<file path="src/rtl/countdown_timer_if.sv">
// countdown_timer_if: command/status bundle for the MM:SS countdown timer.
//   Commands (master -> slave): tick, load, load_min, load_sec, start, pause, clear
//   Status   (slave -> master): min, sec, running, done, alarm, load_err,
//                               borrowout, state_dbg (FSM state for observers)
// Handshake semantics: there is no valid/ready pair. Every command input is a
// level sampled on each rising clk edge; a command is taken on every edge at
// which it is high. All status outputs except borrowout are registered and
// change on the edge that samples the causing command.
interface countdown_timer_if;
    logic       tick;
    logic       load;
    logic [7:0] load_min;
    logic [7:0] load_sec;
    logic       start;
    logic       pause;
    logic       clear;
    logic [7:0] min;
    logic [7:0] sec;
    logic       running;
    logic       done;
    logic       alarm;
    logic       load_err;
    logic       borrowout;
    logic [1:0] state_dbg;

    modport master (
        output tick, load, load_min, load_sec, start, pause, clear,
        input  min, sec, running, done, alarm, load_err, borrowout, state_dbg
    );

    modport slave (
        input  tick, load, load_min, load_sec, start, pause, clear,
        output min, sec, running, done, alarm, load_err, borrowout, state_dbg
    );
endinterface

</file>
<file path="src/rtl/countdown_timer.sv">
// countdown_timer: loadable BCD MM:SS countdown timer driven by a 1 Hz tick.
//   clk   : system clock, rising edge
//   rst_n : asynchronous reset, active HIGH despite the name
//   bus   : countdown_timer_if.slave (commands in, count/flags out)
// Command priority per cycle: clear > load > pause/start > tick.
// done pulses for the first cycle of EXPIRED; alarm holds while EXPIRED.
module countdown_timer #(
    parameter logic [7:0] MAX_MIN = 8'h99
) (
    input  logic               clk,
    input  logic               rst_n,
    countdown_timer_if.slave   bus
);

    typedef enum logic [1:0] {
        IDLE    = 2'd0,
        RUN     = 2'd1,
        PAUSE   = 2'd2,
        EXPIRED = 2'd3
    } state_t;

    state_t     state, nxt_state;
    logic [7:0] min_q, sec_q;
    logic [7:0] nxt_min, nxt_sec;
    logic [7:0] dec_min, dec_sec;
    logic       running_q, done_q, alarm_q, load_err_q;
    logic       nxt_done, nxt_err;
    logic       load_ok;
    logic       is_zero;

    assign is_zero = (min_q == 8'h00) && (sec_q == 8'h00);

    // A preset is accepted only if it is well-formed BCD within range, so the
    // count can never hold an out-of-range nibble.
    assign load_ok = (bus.load_min[7:4] <= 4'd9) && (bus.load_min[3:0] <= 4'd9) &&
                     (bus.load_sec[7:4] <= 4'd5) && (bus.load_sec[3:0] <= 4'd9) &&
                     (bus.load_min <= MAX_MIN);

    // One-second BCD decrement. Only used in RUN, where the count is never
    // 00:00, so the minutes borrow never underflows.
    always_comb begin
        dec_min = min_q;
        dec_sec = sec_q;
        if (sec_q[3:0] != 4'd0) begin
            dec_sec[3:0] = sec_q[3:0] - 4'd1;
        end else if (sec_q[7:4] != 4'd0) begin
            dec_sec = {sec_q[7:4] - 4'd1, 4'd9};
        end else begin
            dec_sec = 8'h59;
            if (min_q[3:0] != 4'd0) begin
                dec_min[3:0] = min_q[3:0] - 4'd1;
            end else begin
                dec_min = {min_q[7:4] - 4'd1, 4'd9};
            end
        end
    end

    // Next-state selection. A load in RUN is not applicable, but it still
    // swallows a coincident tick.
    always_comb begin
        nxt_state = state;
        nxt_min   = min_q;
        nxt_sec   = sec_q;
        nxt_done  = 1'b0;
        nxt_err   = 1'b0;
        if (bus.clear) begin
            nxt_state = IDLE;
            nxt_min   = 8'h00;
            nxt_sec   = 8'h00;
        end else if (bus.load && (state != RUN)) begin
            if (load_ok) begin
                nxt_state = IDLE;
                nxt_min   = bus.load_min;
                nxt_sec   = bus.load_sec;
            end else begin
                nxt_err = 1'b1;
            end
        end else if ((state == RUN) && bus.pause) begin
            nxt_state = PAUSE;
        end else if (bus.start && ((state == IDLE) || (state == PAUSE)) && !is_zero) begin
            nxt_state = RUN;
        end else if (bus.tick && (state == RUN) && !bus.load) begin
            nxt_min = dec_min;
            nxt_sec = dec_sec;
            if ((min_q == 8'h00) && (sec_q == 8'h01)) begin
                nxt_state = EXPIRED;
                nxt_done  = 1'b1;
            end
        end
    end

    // Flags are registered from the next state so they line up with it.
    always_ff @(posedge clk or posedge rst_n) begin
        if (rst_n) begin
            state      <= IDLE;
            min_q      <= 8'h00;
            sec_q      <= 8'h00;
            running_q  <= 1'b0;
            done_q     <= 1'b0;
            alarm_q    <= 1'b0;
            load_err_q <= 1'b0;
        end else begin
            state      <= nxt_state;
            min_q      <= nxt_min;
            sec_q      <= nxt_sec;
            running_q  <= (nxt_state == RUN);
            done_q     <= nxt_done;
            alarm_q    <= (nxt_state == EXPIRED);
            load_err_q <= nxt_err;
        end
    end

    assign bus.min       = min_q;
    assign bus.sec       = sec_q;
    assign bus.running   = running_q;
    assign bus.done      = done_q;
    assign bus.alarm     = alarm_q;
    assign bus.load_err  = load_err_q;
    assign bus.borrowout = is_zero;
    assign bus.state_dbg = state;

endmodule

</file>
<file path="src/flat_wrapper.sv">
// flat-port wrapper written by rule: the top's interface ports become plain ports
module countdown_timer_flat 
#(
    parameter logic [7:0] MAX_MIN = 8'h99
)
  (clk, rst_n, bus_tick, bus_load, bus_load_min, bus_load_sec, bus_start, bus_pause, bus_clear, bus_min, bus_sec, bus_running, bus_done, bus_alarm, bus_load_err, bus_borrowout, bus_state_dbg);
  countdown_timer_if bus_i ();
  input  logic clk;
  input  logic rst_n;
  input wire logic [$bits(bus_i.tick)-1:0] bus_tick;
  input wire logic [$bits(bus_i.load)-1:0] bus_load;
  input wire logic [$bits(bus_i.load_min)-1:0] bus_load_min;
  input wire logic [$bits(bus_i.load_sec)-1:0] bus_load_sec;
  input wire logic [$bits(bus_i.start)-1:0] bus_start;
  input wire logic [$bits(bus_i.pause)-1:0] bus_pause;
  input wire logic [$bits(bus_i.clear)-1:0] bus_clear;
  output wire logic [$bits(bus_i.min)-1:0] bus_min;
  output wire logic [$bits(bus_i.sec)-1:0] bus_sec;
  output wire logic [$bits(bus_i.running)-1:0] bus_running;
  output wire logic [$bits(bus_i.done)-1:0] bus_done;
  output wire logic [$bits(bus_i.alarm)-1:0] bus_alarm;
  output wire logic [$bits(bus_i.load_err)-1:0] bus_load_err;
  output wire logic [$bits(bus_i.borrowout)-1:0] bus_borrowout;
  output wire logic [$bits(bus_i.state_dbg)-1:0] bus_state_dbg;
  assign bus_i.tick = bus_tick;
  assign bus_i.load = bus_load;
  assign bus_i.load_min = bus_load_min;
  assign bus_i.load_sec = bus_load_sec;
  assign bus_i.start = bus_start;
  assign bus_i.pause = bus_pause;
  assign bus_i.clear = bus_clear;
  assign bus_min = bus_i.min;
  assign bus_sec = bus_i.sec;
  assign bus_running = bus_i.running;
  assign bus_done = bus_i.done;
  assign bus_alarm = bus_i.alarm;
  assign bus_load_err = bus_i.load_err;
  assign bus_borrowout = bus_i.borrowout;
  assign bus_state_dbg = bus_i.state_dbg;
  countdown_timer #(.MAX_MIN(MAX_MIN)) u_core (.clk(clk), .rst_n(rst_n), .bus(bus_i));
endmodule
</file>
<file path="config.mk">
export PLATFORM = sky130hd
export DESIGN_NAME = countdown_timer_flat
export DESIGN_NICKNAME = d
export VERILOG_FILES = /design/src/rtl/countdown_timer_if.sv /design/src/rtl/countdown_timer.sv /design/src/flat_wrapper.sv
export SDC_FILE = /design/constraint.sdc
export NUM_CORES = 1
export LEC_CHECK = 0
export CAP_MARGIN = 20
export CORE_MARGIN = 5
export CORE_UTILIZATION = 38
export DETAILED_ROUTE_END_ITERATION = 8
export GPL_ROUTABILITY_DRIVEN = 0
export PLACE_DENSITY = 0.68
export SETUP_SLACK_MARGIN = 0.3
export SYNTH_ARGS = -nofsm -noshare
export SYNTH_HDL_FRONTEND = slang
export SYNTH_SLANG_ARGS = --single-unit
</file>
<file path="constraint.sdc">
create_clock -name clk -period 2.99 [get_ports clk]
set_clock_uncertainty 0.15 [all_clocks]
set_input_delay 0.598 -clock clk [delete_from_list [all_inputs] [get_ports clk]]
set_output_delay 0.598 -clock clk [all_outputs]
set_load 0.05 [all_outputs]
</file>
==> impl_metrics.csv <==
group,metric,value,unit
sta,post-route-min-period,2.603,ns
sta,timing.final.crit_share,0.8706,
global_route,grt_max_degree,23,
die,die_h,70.38,µm
global_route,grt_most_used_layer,"met2",
die,core,3606,µm²
final_layout,fin_nets,232,
die,die_w,70.38,µm
drt,drc,0,
critical_path,crit_fanout,8,
die,die-area,4953,µm²
place,dpl_cell_area,1918,µm²
synth,ys_seq_area_frac,0.3975,
sta,finalSetupViolations,0,
cts,path_clk_slew,0.09,ns
cts,insertion_delay,0.26,ns
cts,numCtsBuffers,3,
global_route,use_met2,0.2755,
global_route,use_met3,0.03022,
sta,tns,0,ns
synth,dominantRegCellSynth,"dfrtp_1",
global_route,grt_pass1_wl,6837,µm
synth,synth_cell_type_count,46,
pwr,p_total,1.134,mW
place,placedCellCount,249,
die,io_pins,46,
synth,yosys_warnings,0,
synth,synth_edf_count,0,
sta,slew_headroom,0.4248,
cts,clock_path_buffers,2,
critical_path,critPathRequiredTime,2.24,ns
worst_hold_path,min_path_type,"reg2reg",
run,timing.max_cap.violations,0,
critical_path,crit_chain,"or4_4, nor4_4, buf_12",
die,num_rows,22,
drt,routed_wirelength,4178,µm
final_layout,layout-drive-gt1-share,0.1256,
synth,async_reset_ff_frac,1.000,
sta,hold_viol_final,0,
synth,syn_area_per_cell,8.603,µm²
global_route,grt-ovfl-total,0,
final_layout,finalNonFillerCells,255,
drt,avgRoutedWirePerCell,16.38,µm
place,dp_hpwl,3166,µm
final_layout,areaGrowthSynthToFinish,45.35,%
global_route,use_met1,0.2194,
synth,synth-seq-cells,22,
cts,clock_sinks,22,
pwr,ir_drop,0.0002139,V
synth,synthCells,161,
critical_path,worstPathArrival,1.86,ns
synth,synth_nets,185,
cts,cts_root_buf,"clkbuf_8",
sta,tightest_slew,0.8618,ns
global_route,grt_antenna_before_repair,0,
final_layout,n_antenna_cell,0,
drt,vias,1476,
sta,max_freq,384.2,MHz
die,start_util,0.3841,
drt,drtIter0Drc,100,
final_layout,n_fill_cell,321,
critical_path,worst_setup_path_end_kind,"output pin",
final_layout,fin_area,2013,µm²
critical_path,startpoint_type,"flip-flop",
sta,finalMaxSlewViolations,0,
worst_hold_path,hold_depth,1,
drt,drtAntennaViolNets,0,
drt,drt-pass1-iter-count,4,
global_route,track_usage,0.1681,
global_route,grt_pass1_vias,1411,
cts,tritoncts,"yes",
drt,vias_per_cell,5.788,
final_layout,fin_util,0.5583,
cts,htreeDepth,1,
critical_path,crit_type,"reg2out",
pwr,leakage,0.7851,nW
synth,syn_area,1385,µm²
cts,hold_buffers,0,
place,portBuffers,45,
pwr,powerDensity,563.1,nW/µm²
outcome,status,"finished, final reports clean",
sta,grt_setup_unrepaired,"no",
critical_path,cp_slowest_cell,"or4_4",
critical_path,ff2ff_path_depth,5,
critical_path,slowest_delay,0.60,ns
## kinds of logic (layout without fill, tap and decap cells)
logic type                 Yosys count  in the layout  synth area share
AOI/OAI and AO/OA                   61             61            0.2891
adders and majority gates            1              1          0.009032
muxes                                4              4           0.03071
buffers and inverters               18             64           0.05510
DFF                                 22             22            0.3975
and+or+nand+nor                     55             55            0.2186
## placed cells by master, fill, tap and decap left out, drive strengths merged, types with 2 or more instances in the layout
master,instances
a211oi,6
a21oi,11
a311oi,2
and3,2
buf,8
clkbuf,3
clkdlybuf4s50,44
dfrtp,22
inv,8
mux2,2
mux2i,2
nand2,8
nand3,3
nor2,12
nor2b,2
nor3,11
nor4,4
o21ai,24
o2bb2ai,2
o31ai,4
or2,2
or4,3
or4b,2
## worst max-delay path: cells and delay by family (launching register included)
family / cells / cell delay, ns
AND/OR/NAND/NOR: 2 / 0.95
buffers and inverters: 1 / 0.18
flip-flops: 1 / 0.46
## final cells by class
class | instances | area [µm²] | area share
clock buffer | 3 | 41.29 | 0.02051
sequential | 22 | 555.5 | 0.2759
tap | 48 | 60.06 | 0.02983
inverter | 8 | 30.03 | 0.01492
clock inverter | 1 | 30.03 | 0.01492
timing repair buffer | 52 | 513.0 | 0.2548
multi-input combinational | 121 | 783.3 | 0.3891
## through the flow
stage	setup WS [ns]	hold slack [ns]
after floorplan	0.3072	0.4370
after global placement	0.3345	0.3590
after detailed placement	0.2900	0.3639
after CTS	0.3338	0.3803
after global routing	0.3135	0.4076
final	0.3869	0.3752
## final timing paths
check | to | slack [ns] | startpoint
max reg2reg | u_core.bus.alarm | 0.60 | u_core.bus.sec[0]
max | bus_borrowout | 0.39 | u_core.bus.sec[0]
min in group asynchronous | u_core.bus.done | 0.66 | rst_n
min | u_core.bus.min[4] | 0.38 | u_core.bus.min[4]
min reg2reg | u_core.bus.min[4] | 0.38 | u_core.bus.min[4]
max in group asynchronous | u_core.bus.sec[0] | 1.45 | rst_n
## sequential cells by signal, summed over array words and instances (netlist names)
| register | flops |
|---|---|
| u_core.bus.running | 1 |
| u_core.bus.min | 8 |
| u_core.bus.load_err | 1 |
| u_core.bus.alarm | 1 |
| u_core.bus.sec | 8 |
| u_core.bus.state_dbg | 2 |
| u_core.bus.done | 1 |
## layer usage
| layer | part of all wire | vias up |
|---|---|---|
| li1 | - | 701 |
| met1 | 0.42 | 703 |
| met2 | 0.50 | 64 |
| met3 | 0.068 | 8 |
| met4 | 0.014 | 0 |
| met5 | 0 | - |
## cell usage after synthesis (2+ instances only)
library cell | n | share of area
nor2_1 | 12 | 0.033
mux2_1 | 2 | 0.016
and3_1 | 2 | 0.0090
o21ai_0 | 9 | 0.033
a211oi_1 | 6 | 0.033
o31ai_1 | 4 | 0.022
o21ai_1 | 14 | 0.051
nor2b_1 | 2 | 0.0090
a21oi_1 | 11 | 0.040
nand2_1 | 8 | 0.022
clkbuf_1 | 8 | 0.022
or2_1 | 2 | 0.0090
nor3_1 | 11 | 0.040
o2bb2ai_1 | 2 | 0.013
nor4_1 | 4 | 0.018
a311oi_1 | 2 | 0.013
inv_1 | 7 | 0.019
dfrtp_1 | 22 | 0.40
nand3_1 | 3 | 0.011
mux2i_1 | 2 | 0.014
or4b_1 | 2 | 0.014
or4_1 | 2 | 0.011
## power by group
part           switching (mW)  internal, mW
registers              0.0518         0.330
logic                   0.281         0.188
clock network           0.104         0.179
total                   0.436         0.697
## repair_timing
action	in CTS	in global routing
cloned	0	0
setup endpoints to repair	1	1
buffers inserted	0	2
pin swaps	0	1
resized for setup	1	2
(Power assumes the default switching activity.)
